### src/rtl/cpu_types_pkg.sv
// rtl/cpu_types_pkg.sv - shared CPU front-end types and constants
package cpu_types_pkg;

  typedef logic [31:0] word_t;

  typedef enum logic [1:0] {
    RUN        = 2'd0,
    REDIR_PEND = 2'd1,
    HALTED     = 2'd2
  } fetch_state_t;

  localparam word_t PC_INCR = 32'd4;

  // Instruction addresses are word aligned; low bits of a target are dropped.
  function automatic word_t word_align(input word_t a);
    return a & ~32'h3;
  endfunction

endpackage

### src/rtl/sat_counter.sv
// rtl/sat_counter.sv - saturating event counter with synchronous clear
module sat_counter #(
  parameter int WIDTH = 32
) (
  input  logic             CLK,
  input  logic             nRST,
  input  logic             inc,
  input  logic             clear,
  output logic [WIDTH-1:0] count
);

  logic [WIDTH-1:0] count_q, count_d;

  always_comb begin
    count_d = count_q;
    if (clear)
      count_d = '0;
    else if (inc && (count_q != {WIDTH{1'b1}}))
      count_d = count_q + 1'b1;
  end

  always_ff @(posedge CLK or negedge nRST) begin
    if (!nRST)
      count_q <= '0;
    else
      count_q <= count_d;
  end

  assign count = count_q;

endmodule

### src/rtl/fetch_unit.sv
// rtl/fetch_unit.sv - instruction fetch stage: PC, icache request, redirect absorption
module fetch_unit
  import cpu_types_pkg::*;
#(
  parameter word_t PC_RESET = 32'h0000_0000
) (
  input  logic        CLK,
  input  logic        nRST,
  input  logic        ihit,
  input  logic [31:0] imemload_in,
  input  logic        stall,
  input  logic        redirect_en,
  input  logic [31:0] redirect_addr,
  input  logic        halt,
  output logic        imemREN,
  output logic [31:0] imemaddr,
  output logic [31:0] imemload,
  output logic [31:0] PC,
  output logic [31:0] npc,
  output logic        flushed,
  output logic [31:0] fetch_cnt,
  output logic [31:0] flush_cnt
);

  fetch_state_t state_q, state_d;
  word_t        pc_q, pc_d;
  word_t        tgt_q, tgt_d;

  always_ff @(posedge CLK or negedge nRST) begin
    if (!nRST)
      state_q <= RUN;
    else
      state_q <= state_d;
  end

  always_comb begin
    state_d = state_q;
    case (state_q)
      RUN:        if (!ihit && redirect_en) state_d = REDIR_PEND;
      REDIR_PEND: if (ihit) state_d = RUN;
      HALTED:     state_d = HALTED;
      default:    state_d = RUN;
    endcase
    if (halt)
      state_d = HALTED;
  end

  always_comb begin
    imemREN = (state_q != HALTED);
    flushed = imemREN && ihit && (redirect_en || (state_q == REDIR_PEND));
  end

  // PC only moves on a hit so the icache address stays stable across a miss;
  // a redirect seen during a miss is parked in tgt_q until the hit arrives.
  always_comb begin
    pc_d  = pc_q;
    tgt_d = tgt_q;
    if (state_q != HALTED) begin
      if (ihit) begin
        if (flushed)
          pc_d = redirect_en ? word_align(redirect_addr) : tgt_q;
        else if (!stall)
          pc_d = pc_q + PC_INCR;
      end else if (redirect_en) begin
        tgt_d = word_align(redirect_addr);
      end
    end
  end

  always_ff @(posedge CLK or negedge nRST) begin
    if (!nRST) begin
      pc_q  <= PC_RESET;
      tgt_q <= '0;
    end else begin
      pc_q  <= pc_d;
      tgt_q <= tgt_d;
    end
  end

  assign imemaddr = pc_q;
  assign PC       = pc_q;
  assign npc      = pc_q + PC_INCR;
  assign imemload = imemload_in;

  logic fetch_inc, flush_inc;
  assign fetch_inc = ihit && !flushed && !stall && imemREN;
  assign flush_inc = ihit && flushed;

  sat_counter #(.WIDTH(32)) u_fetch_cnt (
    .CLK   (CLK),
    .nRST  (nRST),
    .inc   (fetch_inc),
    .clear (1'b0),
    .count (fetch_cnt)
  );

  sat_counter #(.WIDTH(32)) u_flush_cnt (
    .CLK   (CLK),
    .nRST  (nRST),
    .inc   (flush_inc),
    .clear (1'b0),
    .count (flush_cnt)
  );

endmodule

### config.mk
export PLATFORM = sky130hd
export DESIGN_NAME = fetch_unit
export DESIGN_NICKNAME = d
export VERILOG_FILES = /design/src/rtl/cpu_types_pkg.sv /design/src/rtl/sat_counter.sv /design/src/rtl/fetch_unit.sv
export SDC_FILE = /design/constraint.sdc
export NUM_CORES = 1
export LEC_CHECK = 0
export CORE_MARGIN = 2
export CORE_UTILIZATION = 46
export CTS_CLUSTER_SIZE = 28
export DETAILED_ROUTE_END_ITERATION = 10
export HOLD_SLACK_MARGIN = 0.12
export PLACE_DENSITY = 0.93
export REMOVE_ABC_BUFFERS = 1
export SYNTH_ARGS = -nofsm -noshare
export SYNTH_HDL_FRONTEND = slang
export SYNTH_SLANG_ARGS = --single-unit
### constraint.sdc
create_clock -name CLK -period 2.6 [get_ports CLK]
set_input_delay 0.39 -clock CLK [delete_from_list [all_inputs] [get_ports CLK]]
set_output_delay 0.39 -clock CLK [all_outputs]
set_load 0.005 [all_outputs]
# --- After elaboration in Yosys (flattened, before gate mapping) ---
# Index checks and enable logic that the tools add are counted.
totals:
  reg_bits: 130
  in_bits: 70
  word_cells: 41
classes:
  add_sub_neg: 3
  eq_ne: 8
  n_mux: 7
  bitwise: 1
  reduce_logical: 17
ops:
  columns: ["operator", "count"]
  rows:
  - ["2-to-1 mux 32 bit", 3]
  - ["adder 32 x 1 -> 32 bit, second input constant", 2]
  - ["inequality test 32 bit, second input constant", 2]
  - ["adder 32 x 3 -> 32 bit, second input constant", 1]
  - ["logical AND 1 bit", 9]
  - ["2-to-1 mux 2 bit", 3]
  - ["inequality test 3 bit, second input constant", 2]
  - ["case mux 2 bit (3 select lines)", 1]
  - ["AND reduction 2 bit", 2]
  - ["zero test 1 bit", 3]
  - ["AND reduction 3 bit", 1]
  - ["== test 2 x 1 -> 1 bit, second input constant", 1]
  - ["== test 2 bit, second input constant", 1]
  - ["zero test 2 bit", 1]
  - ["inequality test 2 x 1 -> 1 bit, second input constant", 1]
  - ["inequality test 2 bit, second input constant", 1]
  - ["logical OR 1 bit", 1]
  - ["inverter 1 bit", 1]

# --- Depth between registers and ports, before layout ---
depth:
  ltp_word: 8
  mapped_depth: 7

# --- Cells and area by module ---
# From an unflattened synthesis, not the netlist that was laid out.
unflattened:
  cells_unflattened: 837
  hier_area_um2: 8094.0
modules_own_cells:
  columns: ["module", "instances", "cells_per_inst", "area_each_um2", "seq_area_each_um2"]
  rows:
  - ["fetch_unit", 1, 441, 4385.5, 1651.6]
  - ["sat_counter", 2, 198, 1854.3, 800.8]

# --- Worst setup path before layout ---
# OpenSTA, ideal clock, no wires.
synth_timing:
  path_type: "register to output"
  from: "reg pc_q[2], in the netlist PC[2]"
  to: "out npc[30]"
  arrival_ns: 1.645
  required_ns: 2.210
  path_slack_ns: 0.565
  stages_incl_launch_ff: 6
  cell_sequence: "dfrtp_1 ha_1 nand4_1 nor4_2 and4_1 xor2_1"
synth_between:
  elab_chain_cells: 1
synth_lines:
  columns: ["element", "line_no", "rtl"]
  rows:
  - ["start: declaration", "fetch_unit.sv:26", "word_t pc_q, pc_d;"]
  - ["start signal: assignment", "fetch_unit.sv:75", "pc_q <= pc_d;"]
  - ["adder 32 x 3 -> 32 bit", "fetch_unit.sv:82", "assign npc = pc_q + PC_INCR;"]
  - ["end: declaration", "fetch_unit.sv:19", "output logic [31:0] npc,"]
# No other way between the ends.

# --- Worst setup path after layout ---
layout_timing:
  from: "reg pc_q[3], in the netlist PC[3]"
  to: "out npc[26]"
# The elaborated chain is that of the path after synthesis.

==> impl_results.md <==
- Switching share of power: 22.6%
- # IOs: 264
- Clk slew on worst S/H paths: around 0.06 ns
- Crit path launch type: flip-flop
- Clk sinks: 130
- Setup violators final: 5
- R2R depth: 9
- Final hold slack: 0.460 ns
- Clk buf depth: 2
- VDD IR max: between 0.4 and 0.5 mV
- Initial core utilization: 46.7%
- Nets: 996
- Clk pwr share: 49.7%
- Largest area contributor in the synthesized netlist: dfrtp_1
- Worst-margin pin slew: around 0.61 ns
- Maxcap violations: 0
- Slew Limit Fails: 0
- Final ANT Viol Nets: 0
- CP endpoint kind: output pin
- Failing checks: setup timing
- # diodes: 0
- Post-Syn Area: 0.00733 mm^2
- Synthesized area per cell: 10.3 um^2
- Period Utilization, post-route: 103%
- Status: complete, but fails checks
- CP required: 2.21 ns
- Sequential fraction of design power: approximately two fifths
- Post-synth ARST share: 100%
- CTS tree: built
- Largest cells by area after synthesis: dfrtp_1 44%, xnor2_1 7.9%, buf_4 6.8%, mux2i_1 4.2%, nand3_1 3.1%
- Layout Skew: 0.00936 ns
- DRC errors left: 0
- Register area share after synthesis: 44.4%
- Critical path type: flip-flop to output pin
- Worst slew margin: between 50% and 60%
- Critical path fanouts, max: 5
- Port Buffers: 197
- Initial antenna violation count: 0
- Final worst-path setup slack: -0.0893 ns
- GR Overflow Total: 0
- Worst skew pair latency: 0.42 ns
- XOR/XNOR share of the synthesized area: about a tenth
- Total GRT Usage: 27.2%
- H-tree lvl count: 4
- Post-synth EDFFs: 0
- Drt first pass iters: 9
- Worst flop-to-flop path startpoint: PC[3]$_DFFE_PN0P_
- Share of cells above drive strength 1: ~22%
- RSZ-0062 raised after global routing: true
- Logic pwr share: 8.7%
- Hold_sp: redirect_en
- Net Sw Power: 1.14 mW
- Synth warn: 0
- Adder-cell share of the synthesized area: less than 1%
- Static leakage: 4.83 nW
- Routed wire per std cell: 20.4 um
- Largest family of logic cells by synthesized area: simple AND/OR/NAND/NOR gates
- Cell row count: 46
- Initial DRC Count: 522
- Die ar.: 0.0170 mm^2
- HP Class: input port to flip-flop
- Final min period: roughly 2.7 ns
- Reg2reg end: PC[28]$_DFFE_PN0P_
- Root Driver: clkbuf_16
- Dpl hpwl: 15,900 um
- Die extent in y: between 100 and 150 um
- Post-synth top area share: around 44%
- PwrDens: 480 mW/mm^2
- TritonCTS buffer count: 17
- Hold-critical path endpoint: state_q[0]$_DFFE_PN0P_
- Synth Flop Type: dfrtp_1
- Largest net degree at the start of global routing: 66
- Pre-CTS setup slack: 0.0955 ns
- Max Freq: 372 MHz
- Hold Path Stages: 3
- Internal: about 4 mW
- Simple-Gate Fraction of Synth Area: 19.6%
- Post-synthesis compound-gate area fraction: 8.04%
- Cells after Synth: 712
- Core Box Area: 0.0157 mm^2
- Reg2reg setup slack: about 0.38 ns
- Vias in the first global route: 6,415
- Synth top cells by count: 130 x dfrtp_1, 66 x buf_4, 66 x xnor2_1
- DRT Wirelength: between 20,000 and 25,000 um
- Hold Vio Cnt, Final: 0
- Routability cong.: 0.875
- Worst Path Arrival: 2.30 ns
- Most frequent cell after synthesis: dfrtp_1
- Die Wd: 130 um
- Synth cell types: 58
- Mux contribution to synthesized area: 8.84%
- Via/cell ratio: 5.81
- Syn-to-layout area delta: 43.2%
- Post-synthesis register bit count: 130
- First-pass GRT wire length: about 35,000 um
- Via count: 6,689
registers in the layout, summed over array words and instances (netlist names):
name               count
u_fetch_cnt.count     32
state_q                2
tgt_q                 32
u_flush_cnt.count     32
PC                    32
critical path, stage by stage, from the launching register on:
cell	delay (ns)
dfrtp_1	0.38
buf_6	0.12
ha_4	0.13
nand4_1	0.19
nor3_2	0.25
buf_4	0.19
buf_6	0.11
nand4_1	0.14
xnor2_2	0.20
buf_2	0.17
cells in the final DEF, fill, tap and decap left out, types with 5 or more instances in the layout:
master and instances:
clkdlybuf4s50_1 170, dfrtp_1 127, buf_4 74, xnor2_1 56, nand2_1 52, nor2_1 43, nand3_1 40, nand4_1 36
mux2i_1 31, and3_1 21, mux2_2 20, xor2_1 17, clkbuf_16 17, a221o_1 13, o21ai_0 11, a21oi_1 10
mux2_1 10, xnor2_2 10, dlymetal6s2s_1 9, and2_1 8, buf_6 8, buf_2 8, inv_1 7, nor4_2 6
nor3_1 6, o211ai_1 6, o21ai_1 6, and4_1 6, a41oi_1 5, clkinvlp_4 5, dlygate4sd2_1 5
power groups by stage:
stage	logic [mW]	registers [mW]	clock network, mW
global placement	0.402	2.13	0
floorplan	0.0848	2.14	0
finish	0.439	2.10	2.50
CTS	0.424	2.09	2.54
detailed placement	0.413	2.13	0
global route	0.470	2.10	2.63
worst max-delay path by stage:
stage,start,to,cells past startpoint
floorplan,state_q[0]$_DFFE_PN0P_,u_flush_cnt.count[22]$_DFFE_PN0P_,5
global placement,PC[2]$_DFFE_PN0P_,npc[21],6
detailed placement,PC[2]$_DFFE_PN0P_,npc[31],7
CTS,PC[2]$_DFFE_PN0P_,npc[21],6
global route,PC[3]$_DFFE_PN0P_,npc[26],9
finish,PC[3]$_DFFE_PN0P_,npc[26],9
layout make-up:
| cell class | instances | area, um^2 |
|---|---|---|
| Clock buffer | 17 | 425 |
| Clock inverter | 14 | 190 |
| Fill cell | 1117 | 5220 |
| Inverter | 8 | 30.0 |
| Multi-Input combinational cell | 485 | 3700 |
| Sequential cell | 130 | 3260 |
| Tap cell | 216 | 270 |
| Timing Repair Buffer | 281 | 2620 |
metal layers:
| metal | wire [um] | part of all wire [%] | track usage [%] | vias up |
|---|---|---|---|---|
| met2 | 10800 | 46 | 41.6 | 380 |
| met1 | 9390 | 40 | 34.1 | 3307 |
| met3 | 2430 | 10 | 10.8 | 73 |
| met5 | 89 | 0.38 | 3.82 | - |
| met4 | 808 | 3.4 | 11.6 | 2 |
| li1 | - | - | - | 2927 |
repair_timing:
action | CTS | global route
endpoints found under the setup margin | 24 | 18
setup buffers | 17 | 15
pin swaps | 21 | 17
endpoints found under the hold margin | 63 | 0
gates resized for setup | 55 | 53
hold buffers | 1 | 0
logic make-up after synthesis:
family                   after synthesis
multiplexers                          61
flip-flops                           130
buffers and inverters                 97
AO/OA/AOI/OAI                         76
XOR/XNOR                              85
adder cells (fa/ha/maj)                3
AND/OR/NAND/NOR                      260
through the flow:
stage / setup TNS, ns / utilization [%] / area [um^2] / std cells / total power [mW]
2_1_floorplan: 0 / - / 6740 / 623 / 2.23
3_3_place_gp: 0 / 59.8 / 9400 / 1087 / 2.53
3_5_place_dp: 0 / 59.8 / 9400 / 1087 / 2.54
4_1_cts: -0.510 / 65.3 / 10300 / 1136 / 5.05
5_1_grt: -0.765 / 66.8 / 10500 / 1151 / 5.20
6_report: -0.179 / 66.8 / 10500 / 1151 / 5.04
(Power assumes the default switching activity.)
==> patch 1, RTL diff (same flow settings) <==
Register the output `fetch_cnt`; this adds one clock of latency there. The other outputs are not delayed to match.
--- a/src/rtl/fetch_unit.sv
+++ b/src/rtl/fetch_unit.sv
@@ -22,4 +22,6 @@
   output logic [31:0] flush_cnt
 );
+
+  logic [31:0] fetch_cnt_d;
 
   fetch_state_t state_q, state_d;
@@ -92,5 +94,5 @@
     .inc   (fetch_inc),
     .clear (1'b0),
-    .count (fetch_cnt)
+    .count (fetch_cnt_d)
   );
 
@@ -103,4 +105,8 @@
   );
 
+  always_ff @(posedge CLK) begin
+    fetch_cnt <= fetch_cnt_d;
+  end
+
 endmodule
 
Formal check against the unedited RTL: not equivalent (a bounded check fails within 4 cycles, from zero or initial values and one cycle with nRST low).
==> patch 1 against the original RTL <==
The run still ends with setup timing left. Largest cell class is now registers. Critical path type unchanged. Die area increased by 8.5%. Core utilization fell by 1.5 points. Power rose by 7.4%. Critical path depth rose by 1. Sequential cell count increased by 32. Final area grew 6.4%. Combinational power decreased by 13%. Setup slack got worse by 0.065 ns. Wire length rose by 5.2%. Synthesized area grew 8.8%. Sequential power up 22%. Fmax is 2.4% lower.
==> patch 1: results (changes against the original RTL) <==
synthesis:
  ys_seq_area_frac: 0.488  # +0.0445
  yosysWarnings: 0  # unchanged
  synth_cell_types: 53  # -8.6%
  yosys-top-cells-area: "dfrtp_1 (41%), dfxtp_1 (8.0%), buf_4 (6.2%)"
  synth.top_cells.by_count: "dfrtp_1 (130), buf_4 (66), nand2_1 (53)"
  ys_async_sr_fraction: 0.802  # -0.198
  yosysTopAreaCellShare: 0.408  # -0.0358
worst_setup_path:
  cpPeakStageDelay_ns: 0.37
  crit_fanout: 2  # -3
  timing.rr.end: "u_flush_cnt.count[20]"
  r2r_start: "u_flush_cnt.count[0]"
  slowest_stage: "dfrtp_1"
  r2r_setup_slack_ns: 0.26  # -0.12 ns
  ff2ff_path_depth: 6  # -3
  arrival_ns: 2.36  # +0.06 ns
  crit_family: "buffers and inverters"
placement:
  numPortBuffers: 197  # unchanged
  dpl-instance-area_um2: 10100  # +7.3%
  gp_congestion: 0.863  # -1.3%
  hpwl_um: 16900  # +6.1%
drt:
  drt_first_pass_iters: 5  # -4
  routed_via_density: 5.74  # -1.2%
  routedWlPerCell_um: 20.3  # -0.40%
  drt-initial-drc-count: 468  # -10%
  num_vias: 6980  # +4.4%
finish:
  nets: 1051  # +5.5%
  antenna_cells: 0  # unchanged
  drive_gt1_frac: 0.228  # +0.0120
min_path:
  min_to: "fetch_cnt[20]"
  min_path_type: "reg2reg"
  hold_depth: 0  # -3
  min_from: "u_fetch_cnt.count[20]"
status:
  status: "finished, violations left"
  violations: "setup timing"
clocking:
  cts-htree-levels: 4  # unchanged
  root_buffer: "clkbuf_16"
  max-clock-path-buffers: 2  # unchanged
  path_clk_slew_ns: 0.07
  numCtsBuffers: 17  # unchanged
  clk_latency_ns: 0.43
grt:
  grt_usage: 0.263  # -0.00941
  grt_pass1_vias: 6920  # +7.9%
  grt_first_pass_wirelength_um: 37100  # +6.1%
  grt_max_degree: 63  # -4.5%
  antenna_found_initial: 0  # unchanged
sta:
  setup_violations: 8  # +3
  finalWorstSetupSlack_ns: -0.154  # -0.0647 ns
  finalClockSkew_ns: 0.0137  # +0.00430 ns
  tightest_slew_ns: 0.633  # +0.0180 ns
power:
  p_sw_frac: 0.243  # +0.0167
  leakagePower_nw: 5.13  # +6.2%
  vdd_drop_max_mv: 0.444  # +7.4%
patch 1: changes by cell type after synthesis, moves of 8 or more:
cell     unedited run  this run
o21ai_0            11        24
mux2_2             20        28
dfxtp_1             0        32
and3_1             25        12
xnor2_1            66        47
xor2_1             19        43
nor3_1              7        23
mux2_1             10         0
nor4_1              3        13
patch 1: per-layer routing:
metal / track usage / wire length [µm] / part of all wire / vias to the layer above
met1: 0.327 / 9880 / 0.40 / 3459
met4: 0.111 / 767 / 0.031 / 2
met3: 0.102 / 2290 / 0.093 / 68
li1: - / - / - / 3069
met2: 0.407 / 11700 / 0.47 / 382
met5: 0.0333 / 85 / 0.0034 / -
patch 1: how the worst max path moves through the flow:
stage,endpoint,slack [ns],from,depth (start not counted)
floorplan,u_flush_cnt.count[25],-0.53,state_q[0],6
global placement,u_fetch_cnt.count[10],0.11,ihit,6
detailed placement,u_fetch_cnt.count[14],0.02,ihit,6
CTS,npc[22],-0.18,PC[3],9
global route,npc[26],-0.26,PC[15],10
finish,npc[26],-0.15,PC[15],10
patch 1: power by group through the flow:
stage | Sequential, mW | Combinational [mW] | Clock (mW)
finish | 2.57 | 0.383 | 2.46
global route | 2.57 | 0.411 | 2.61
CTS | 2.57 | 0.378 | 2.49
detailed placement | 2.62 | 0.371 | 0
global placement | 2.61 | 0.358 | 0
floorplan | 2.63 | 0.0766 | 0
patch 1: kinds of logic (layout without fill, tap and decap cells):
family,after synthesis,after routing,share of synthesized area
AND/OR/NAND/NOR,267,267,0.184
flip-flops,162,162,0.488
buffers and inverters,104,340,0.0844
XOR/XNOR,90,90,0.0989
AO/OA/AOI/OAI,71,71,0.0629
multiplexers,58,58,0.0772
adder cells (fa/ha/maj),3,3,0.00471
patch 1: cell type report:
class	instances	area [µm²]
Inverter	11	41.3
Tap cell	225	282
Multi-Input combinational cell	489	3650
Sequential cell	162	3900
Clock inverter	13	118
Clock buffer	19	464
Fill cell	1271	5950
Timing Repair Buffer	297	2720
patch 1: repair_timing:
item,in CTS,in global routing
buffers inserted,27,13
endpoints found under the setup margin,25,22
hold buffers,1,0
endpoints found under the hold margin,57,0
gates resized for setup,70,42
pin swaps,15,22
gates cloned,1,0
patch 1: stage by stage:
stage               hold WS [ns]  worst slack (ns)  utilization  instances  TNS, ns
finish                     0.427            -0.154        0.653       1216   -0.509
global route               0.442            -0.260        0.653       1216    -1.52
CTS                        0.426            -0.181        0.643       1206    -1.02
detailed placement         0.403            0.0247        0.589       1145        0
global placement           0.407             0.111        0.589       1145        0
floorplan                 0.0944            -0.533            -        662   -15.52
==> patch 2, RTL diff (same flow settings) <==
Made on the original files. Make the reset (`nRST`) synchronous in 3 clocked blocks.
--- a/src/rtl/sat_counter.sv
+++ b/src/rtl/sat_counter.sv
@@ -20,5 +20,5 @@
   end
 
-  always_ff @(posedge CLK or negedge nRST) begin
+  always_ff @(posedge CLK) begin
     if (!nRST)
       count_q <= '0;
--- a/src/rtl/fetch_unit.sv
+++ b/src/rtl/fetch_unit.sv
@@ -27,5 +27,5 @@
   word_t        tgt_q, tgt_d;
 
-  always_ff @(posedge CLK or negedge nRST) begin
+  always_ff @(posedge CLK) begin
     if (!nRST)
       state_q <= RUN;
@@ -68,5 +68,5 @@
   end
 
-  always_ff @(posedge CLK or negedge nRST) begin
+  always_ff @(posedge CLK) begin
     if (!nRST) begin
       pc_q  <= PC_RESET;
Function: differs if nRST is asserted again (counterexample within 4 cycles, from zero or initial values and one cycle with nRST low); with nRST held inactive, the same outputs for 4 cycles.
==> patch 2 against the original RTL <==
Synthesized area shrank 0.96%. Register-to-register slack lost 0.21 ns. Power shrank 5.3%. Setup slack gained 0.10 ns. Hold slack lost 0.0089 ns. First-iteration DRC count grew 43%. Count of clock-buffer cells in the layout grew 6. Synthesized cell count grew 27%. Sequential cell count is the same. Via count grew 18%. Final area shrank 2.7%. Wire length grew 8.2%. Clock power shrank 13%.
==> patch 2: results (changes against the original RTL) <==
finish:
  fill_cells: 1196  # +7.1%
  drive_gt1_frac: 0.177  # -0.0390
  nets: 1169  # +17%
drt:
  routedWlPerCell_um: 19.2  # -5.8%
  drt_first_pass_iters: 7  # -2
  route.detailed.drc: 0  # unchanged
  wirelength_um: 25400  # +8.2%
  drt-initial-drc-count: 747  # +43%
  routed_via_density: 5.96  # +2.6%
grt:
  grt_max_degree: 46  # -30%
  antenna_found_initial: 3  # +3
  grt_first_pass_wirelength_um: 37600  # +7.3%
  grt_pass1_vias: 7316  # +14%
  grt_usage: 0.286  # +0.0137
synthesis:
  yosys-top-cells-area: "dfxtp_1 (36%), buf_4 (6.8%), nand2_1 (6.5%)"
  yosys.area.top_type: "dfxtp_1"
  ys_async_sr_fraction: 0  # -1.00
  yosysWarnings: 0  # unchanged
  synthCells: 902  # +27%
  ys_seq_area_frac: 0.358  # -0.0853
  synth_cell_types: 58  # unchanged
  synth.top_cells.by_count: "dfxtp_1 (130), nand2_1 (125), a21oi_1 (74)"
status:
  status: "complete, no violations"
min_path:
  min_path_type: "reg2reg"
worst_setup_path:
  cpPeakStageDelay_ns: 0.34  # -0.04 ns
  crit_fanout: 3  # -2
  slowest_stage: "dfxtp_2"
  cp.required_ns: 2.21  # about the same
clocking:
  cts_resized: 61  # +11%
  numCtsBuffers: 17  # unchanged
  max-clock-path-buffers: 2  # unchanged
  clk_latency_ns: 0.42  # about the same
  path_clk_slew_ns: 0.05
  cts_setup_buffers: 18  # +1
  root_buffer: "clkbuf_16"
  cts-htree-levels: 4  # unchanged
placement:
  gp_congestion: 0.941  # +7.6%
  preCtsSetupSlack_ns: -0.0361  # -0.132 ns
  dpl-instance-area_um2: 9350  # -0.48%
  hpwl_um: 17100  # +7.6%
  numPortBuffers: 197  # unchanged
  dp.cells: 1265  # +16%
sta:
  tightest_slew_ns: 0.589  # -0.0259 ns
  finalClockSkew_ns: 0.00519  # -0.00417 ns
  fin_tns_setup_ns: 0  # +0.179 ns
power:
  leakagePower_nw: 3.79  # -22%
  vdd_drop_max_mv: 0.481  # +16%
==> patch 2: routing by layer <==
metal / vias to the layer above / track usage / routed length [µm]
met5: - / 0.0176 / 0
met4: 0 / 0.137 / 1010
met3: 101 / 0.107 / 2810
met2: 497 / 0.456 / 12000
met1: 3680 / 0.340 / 9610
li1: 3598 / - / -
==> patch 2: path summary, 6_finish.rpt <==
| kind | start | end | slack [ns] | cells after the start |
|---|---|---|---|---|
| max reg2reg | u_fetch_cnt.count[14] | u_fetch_cnt.count[23] | 0.17 | 5 |
| min reg2reg | tgt_q[6] | tgt_q[6] | 0.45 | 2 |
| max | PC[11] | npc[15] | 0.01 | 7 |
| min | tgt_q[6] | tgt_q[6] | 0.45 | 2 |
==> patch 2: power breakdown <==
group          internal [mW]  switching [mW]  total [mW]  leakage [nW]
registers               2.04          0.0386        2.08          1.06
logic                  0.258           0.255       0.513          2.46
clock network           1.34           0.838        2.18         0.266
total                   3.64            1.13        4.77          3.79
==> patch 2: worst max-delay path, delay by kind of cell (launching register included) <==
family / cells / cell delay, ns
XOR/XNOR: 1 / 0.18
buffers and inverters: 4 / 0.82
flip-flops: 1 / 0.34
AND/OR/NAND/NOR: 2 / 0.43
==> patch 2: layout make-up <==
class,count,area [µm²],share of cell area
inverters,20,75.1,0.00735
repair buffers,290,2640,0.259
flip-flops and latches,130,2620,0.257
multi-input cells,637,4070,0.399
diodes,3,7.51,0.000735
clock inverters,7,60.1,0.00588
well taps,211,264,0.0259
clock buffers,23,468,0.0458
==> patch 2: cells by family after synthesis <==
group                    after synthesis  synth area share
AND/OR/NAND/NOR                      372             0.264
AO/OA/AOI/OAI                        181             0.161
buffers and inverters                135             0.104
flip-flops                           130             0.358
multiplexers                          44            0.0626
XOR/XNOR                              36            0.0434
adder cells (fa/ha/maj)                4           0.00655
